File: config.mk
export PLATFORM = sky130hd
export DESIGN_NAME = fetch_stage
export DESIGN_NICKNAME = d
export VERILOG_FILES = /design/src/rtl/fetch_stage.sv
export SDC_FILE = /design/constraint.sdc
export NUM_CORES = 1
export LEC_CHECK = 0
export BUFFER_PORTS_ARGS = -buffer_cell sky130_fd_sc_hd__buf_2
export CELL_PAD_IN_SITES_DETAIL_PLACEMENT = 0
export CELL_PAD_IN_SITES_GLOBAL_PLACEMENT = 1
export CORE_MARGIN = 10
export CORE_UTILIZATION = 40
export CTS_CLUSTER_SIZE = 20
export DETAILED_ROUTE_END_ITERATION = 10
export PLACE_DENSITY = 0.8
export SLEW_MARGIN = 5
export SYNTH_ARGS = -nofsm -noshare
export SYNTH_HDL_FRONTEND = slang
export SYNTH_SLANG_ARGS = --single-unit
File: constraint.sdc
create_clock -name Clk -period 9.1 [get_ports Clk]
set_input_delay 1.365 -clock Clk [delete_from_list [all_inputs] [get_ports Clk]]
set_output_delay 1.365 -clock Clk [all_outputs]
set_load 0.03 [all_outputs]
File: src/rtl/fetch_stage.sv
// fetch_stage: MIPS instruction-fetch stage owning the PC and IF/ID register, with redirect, stall and self-jump halt
module fetch_stage #(
    parameter logic [31:0] RESET_PC = 32'h0000_0000,
    parameter logic [31:0] NOP      = 32'h0000_0000
) (
    input  logic        Clk,
    input  logic        Rst,
    input  logic        Stall,
    input  logic        Redirect,
    input  logic [31:0] RedirectTarget,
    output logic [31:0] InstrMemAddress,
    input  logic [31:0] InstrMemData,
    output logic [31:0] IFID_Instruction,
    output logic [31:0] IFID_PCPlus4,
    output logic [31:0] PCValue,
    output logic        Halted,
    output logic        Misaligned,
    output logic [15:0] StallCount,
    output logic [15:0] BubbleCount
);
    localparam logic [0:0] RUN  = 1'b0;
    localparam logic [0:0] HALT = 1'b1;
    logic [0:0]  state;
    logic [31:0] pc;
    logic        self_jump;
    assign self_jump       = RedirectTarget == IFID_PCPlus4 - 32'd4;
    assign InstrMemAddress = pc;
    assign PCValue         = pc;
    assign Halted          = state == HALT;
    always_ff @(posedge Clk or posedge Rst) begin
        if (Rst) begin
            state            <= RUN;
            pc               <= RESET_PC;
            IFID_Instruction <= NOP;
            IFID_PCPlus4     <= 32'd0;
            Misaligned       <= 1'b0;
            StallCount       <= 16'd0;
            BubbleCount      <= 16'd0;
        end else if (state == HALT) begin
            IFID_Instruction <= NOP;
            IFID_PCPlus4     <= 32'd0;
        end else if (Redirect) begin
            // the sequential word fetched this cycle is squashed into a bubble
            pc               <= {RedirectTarget[31:2], 2'b00};
            IFID_Instruction <= NOP;
            IFID_PCPlus4     <= 32'd0;
            BubbleCount      <= &BubbleCount ? BubbleCount : BubbleCount + 16'd1;
            Misaligned       <= Misaligned | (|RedirectTarget[1:0]);
            state            <= self_jump ? HALT : RUN;
        end else if (Stall) begin
            StallCount <= &StallCount ? StallCount : StallCount + 16'd1;
        end else begin
            pc               <= pc + 32'd4;
            IFID_Instruction <= InstrMemData;
            IFID_PCPlus4     <= pc + 32'd4;
        end
    end
endmodule

==> results of run 1 <==
==> flip-flops by register name (all words and copies together), names as in the netlist <==
signal	count
IFID_PCPlus4	31
IFID_Instruction	32
InstrMemAddress	30
BubbleCount	16
StallCount	16
Halted	1
Misaligned	1
==> stage by stage <==
step / std cells / hold slack [ns] / setup slack (ns) / power, W
after floorplan: 743 / 0.658 / 4.35 / 0.00105
after global placement: 1129 / 0.478 / 5.03 / 0.00119
after detailed placement: 1129 / 0.477 / 4.95 / 0.00120
after CTS: 1161 / 0.489 / 5.42 / 0.00191
after global routing: 1162 / 0.501 / 5.12 / 0.00198
final: 1163 / 0.492 / 5.40 / 0.00189
==> path summary, 6_finish.rpt <==
kind                                       from               end  slack [ns]  cells past startpoint
worst min-delay path             StallCount[14]    StallCount[14]        0.49                      1
min in group asynchronous                   Rst   IFID_PCPlus4[1]        1.05                      2
worst max-delay path                   Redirect    StallCount[11]        5.40                     10
max in group asynchronous                   Rst  IFID_PCPlus4[24]        6.62                      3
worst min register to register   StallCount[14]    StallCount[14]        0.49                      1
worst max register to register  IFID_PCPlus4[3]            Halted        5.70                      7
==> critical path: stages <==
cell	delay, ns
buf_2	0.09
buf_4	0.28
nor3b_4	0.22
buf_4	0.60
inv_1	0.17
a31oi_2	0.43
nand4_1	0.23
nor2_1	0.25
and4_1	0.24
xor2_1	0.14
==> area by class of cell <==
type                       instances  area (um2)  share of cell area
inverter                          11        43.8             0.00498
timing repair buffer             234        1190               0.136
tap                              225         282              0.0320
clock inverter                    15         185              0.0210
clock buffer                      17         425              0.0484
sequential                       127        3180               0.361
antenna                            2        5.00            0.000569
multi-input combinational        532        3490               0.396
==> layer usage <==
metal | wire, um | share of wire | vias to the layer above
met5 | 13 | 0.00059 | -
met4 | 340 | 0.015 | 2
met3 | 1680 | 0.076 | 25
met2 | 9960 | 0.45 | 201
met1 | 10100 | 0.46 | 3007
li1 | - | - | 2999
==> placed cells by master (no fill, tap or decap), drive strengths merged, types with 17 or more instances in the layout <==
cell and n:
nand3 19, xor2 48, clkbuf 17, nand4 17, o21ai 52, nand2 57
nor3 22, nor4 22, nor2 69, xnor2 52, a22o 33, a21oi 20
dfrtp 127, buf 234
==> power by group <==
part | leakage, nW | switching (W) | internal, W | total, W
clock | 0.283 | 0.000271 | 0.000434 | 0.000704
combinational | 2.37 | 0.000312 | 0.000159 | 0.000471
sequential | 1.64 | 0.0000903 | 0.000622 | 0.000713
total | 4.30 | 0.000673 | 0.00122 | 0.00189
==> cells by family (layout without fill, tap and decap cells) <==
family | Yosys count | after routing | synth area share
flops | 127 | 127 | 0.448
xor+xnor | 100 | 100 | 0.123
other cells | 1 | 6 | 0.000528
simple gates | 256 | 256 | 0.191
mux | 3 | 3 | 0.00458
compound gates | 165 | 165 | 0.161
buf+inv | 84 | 277 | 0.0647
fa+ha+maj | 4 | 4 | 0.00705
==> results.md, run 1 <==
- Vias/cell: around 5.4
- Top cell type's share of synthesized area: 0.448
- Post-DP HPWL: 16400 um
- Fin util: 0.507
- CTS H-tree depth: 4
- LEAKAGE: roughly 4.3 nW
- Met2 GRT Util: 0.283
- Cell Rows: 48
- Die area: 0.0235 mm2
- Final Net Count: 995
- Post-synth EDFFs: 0
- GRT Max-Usage Layer: met2
- Filler cells: 1691
- Peak supply drop: 0.000200 V
- Hold Crit Class: register to register
- Post-synth top cells: dfrtp_1 (127), nor2_1 (69), nand2_1 (56)
- Core area: 0.0174 mm2
- Worst-case clock buffer depth: 2
- Setup TNS: 0 ns
- WP data required: around 9.5 ns
- Critical Path End Type: register
- Final hold violations: 0
- Clk pin slew, worst setup/hold paths: 0.06 ns
- Clk_skew: 0.00823 ns
- Final Setup Violations: 0
- Root Buffer Master: clkbuf_16
- Initial antenna violation count: 3
- Setup bufs post-CTS: 0
- # hold bufs at CTS: 0
- Most common cell in the netlist: dfrtp_1
- Die width: between 150 and 200 um
- Leading area contributor after synthesis: dfrtp_1
- Syn-to-layout area delta: 23.9%
- Largest net degree at the start of global routing: 74
- Top cells by area, synth: dfrtp_1 (45%), xnor2_1 (6.4%), xor2_1 (5.9%)
- CTS buffer count: 17
- Area post-placement: 0.00818 mm2
- CP max FO: 62
- IO Port Bufs: 225
- IO Pins: 230
- Met3 global-route usage: 0.0648
- Met1 usage: 0.238
- Period utilisation layout: 0.406
- Count of cell types in the netlist: 61
- #FFs+latches synth: between 100 and 150
- Most used DFF post-synth: dfrtp_1
- Initial Util: 0.409
- Worst slew margin: 0.357
- Critical path type: input port to register
- Die Height: between 150 and 200 um
- Num Clock Sinks: approximately 130
- CTS tree: done
- DRT Wirelength: roughly 22000 um
- GR Overflow Total: 0
- Slew Limit Fails: 0
- Initial DRC count: 387
- ANT nets after route: 0
- Mapped Avg Cell Area: 9.60 um2
- GRT Total Usage: 0.184
- Yosys warnings: 0
- Gate Count Post-Synth: 740
- Layout cells sized above 1: 0.301
- Top achievable clock speed: 0.271 GHz
- Vias: 6234
- WL/cell: 19.0 um
- Number of global-route vias before repair: 6225
- RSZ-0062 raised after global routing: no
- Pwr dens: 215 mW/mm2
- DRC errors left: 0
- First-pass GRT wire length: around 35000 um
- Mapped Area: slightly above 0.007 mm2
- Nature of the critical path startpoint: input port
- DR pass1 iterations: 5
- Asr flop ratio synth: 1.00
- Status: complete, no violations
- MaxCap Viol Count: 0
- Sequential share of the synthesized area: 0.448
- Resize count post-CTS: 0
- Worst skew pair latency: 0.42 ns
- Crit path arrival time: around 4.0 ns
- Worst-margin pin slew: between 0.9 and 1 ns
- GP Congestion: 0.816
- Post-route cell area: 0.00880 mm2
- Min cycle time layout: between 3 and 4 ns
No activity file was read; power rests on OpenSTA's default activity.
==> run 2: changes to the inputs <==
- CORE_UTILIZATION: 40 -> 35
- PLACE_DENSITY: 0.8 -> 0.74
- clock period: 9.1 -> 3 ns (I/O delays scaled with it)
==> run 2 against run 1 <==
Compared with the run above:
- via count grew 2.0%
- non-clock buffer count grew 17
- register-to-register slack lost 5.3 ns
- global-route usage shrank 0.96 points
- first-iteration DRC count grew 16%
- critical path depth is the same
- critical endpoint is now Halted
==> results.md, run 2 (synthesis gave the netlist of run 1 again) <==
- Core area: 0.0201 mm2
- Critical path's slowest cell: or4b_1
- Nature of the critical path startpoint: register
- GRT Total Usage: 0.174
- R2R Setup Slk: 0.39 ns
- Worst slew margin: 0.496
- Vias/cell: 5.20
- MaxCap Viol Count: 0
- Final Net Count: 1012
- Largest Register: IFID_Instruction
- Final Setup Violations: 0
- Status: complete, no violations
- Hold Worst Slack: 0.242 ns
- Setup bufs post-CTS: 0
- WP data required: 3.35 ns
- CP max FO: 9
- Top achievable clock speed: ~0.38 GHz
- Die area: 0.0264 mm2
- RSZ-0062 raised after global routing: no
- Worst skew pair latency: around 0.41 ns
- Hold Crit Class: input port to async pin
- First-pass GRT wire length: 36700 um
- GR Overflow Total: 0
- # hold bufs at CTS: 0
- ANT nets after route: 0
- CP bufs+invs: 2
- CP cell instances: inv_1 > ha_1 > or4b_1 > buf_4 > nor4_1 > xnor2_1 > nor2_1 > o21ai_0 > nor4_2 > a41o_1
- Cell Rows: 52
- Layout cells sized above 1: 0.314
- Worst-margin pin slew: ~0.76 ns
- Critical path type: register to register
- Setup TNS: 0 ns
- Cell family contributing the most delay on the critical path: simple AND/OR/NAND/NOR gates
- Most frequent cells in the layout: buf_2 (225), dfrtp_1 (127), nor2_1 (69)
- Num Clock Sinks: between 100 and 150
- Post-DP HPWL: 17200 um
- Fin util: 0.449
- WL/cell: around 19 um
- DRC errors left: 0
- Final hold violations: 0
- Worst-case clock buffer depth: 2
- Period utilisation layout: 0.871
- Max reg flops: 32
- R2r worst-path depth: 10
- Slew Limit Fails: 0
- LEAKAGE: 4.41 nW
- Min cycle time layout: 2.61 ns
- Reg2reg start: IFID_PCPlus4[2]
- Clk pin slew, worst setup/hold paths: 0.06 ns
- Vias: 6359
- Peak supply drop: 0.000435 V
- Critical Path End Type: register
- Slowest stage delay, CP: 0.49 ns
- Root Buffer Master: clkbuf_16
- Crit path arrival time: a little under 3 ns
- Die width: about 160 um
- Resize count post-CTS: 0
- Initial DRC count: 449
- Initial antenna violation count: 3
- GP Congestion: 0.910
- Clk_skew: between 0.007 and 0.008 ns
- Die Height: 162 um
- IO Pins: 230
- Pwr dens: 650 mW/mm2
- Number of global-route vias before repair: 6413
- IO Port Bufs: 225
- CTS buffer count: 17
- DRT Wirelength: 23400 um
- CTS H-tree depth: 4
- DR pass1 iterations: 5
- Worst r2r dst: Halted
- Syn-to-layout area delta: 27.1%
- CTS tree: done
- Most common cell after layout, fill and taps aside: buf_2
- Largest net degree at the start of global routing: 128
- Initial Util: 0.353
-- run 2: cell count changes in the layout (fill, tap and decap cells not counted), moves of 2 or more --
| cell | delta |
|---|---|
| inv_6 | -3 |
| clkinv_4 | +2 |
| clkinv_2 | +2 |
| clkinvlp_4 | -3 |
| clkbuf_8 | +2 |
| buf_4 | +16 |
-- run 2: layer usage --
metal | global-route usage | wire length [um]
met1 | 0.225 | 10300
met5 | 0 | 36
met3 | 0.0650 | 1960
met2 | 0.268 | 10800
met4 | 0.0467 | 354
-- run 2: layout make-up --
| class | instances | area [um2] |
|---|---|---|
| fill | 1978 | 11100 |
| multi-input combinational | 532 | 3490 |
| sequential | 127 | 3180 |
| timing repair buffer | 251 | 1330 |
| clock buffer | 19 | 453 |
| tap | 270 | 338 |
| clock inverter | 13 | 186 |
| inverter | 11 | 45.0 |
| antenna | 1 | 2.50 |
-- run 2: power by group --
group	switching [W]	total, W	internal [W]
clock network	0.000797	0.00224	0.00144
logic	0.000967	0.00147	0.000506
registers	0.000266	0.00215	0.00189
-- run 2: worst max path at each step --
stage	startpoint	end	slack [ns]	cells after the start
2_1_floorplan	IFID_PCPlus4[2]	Halted	0.14	12
3_3_place_gp	RedirectTarget[0]	Halted	0.48	7
5_1_grt	IFID_PCPlus4[2]	Halted	0.17	9
3_5_place_dp	IFID_PCPlus4[2]	Halted	0.40	9
4_1_cts	IFID_PCPlus4[2]	Halted	0.38	9
6_report	IFID_PCPlus4[2]	Halted	0.39	10
-- run 2: stage by stage --
step | worst slack [ns] | total power [W] | std cells | area [um2]
final | 0.388 | 0.00586 | 1224 | 9020
after global routing | 0.172 | 0.00617 | 1223 | 9020
after CTS | 0.382 | 0.00594 | 1223 | 9020
after detailed placement | 0.395 | 0.00367 | 1191 | 8380
after global placement | 0.476 | 0.00366 | 1191 | 8380
after floorplan | 0.138 | 0.00320 | 743 | 7120
-- run 2: worst min-delay path: stages --
cell,delay (ns)
buf_2,0.11
clkinvlp_4,0.07
buf_12,0.51
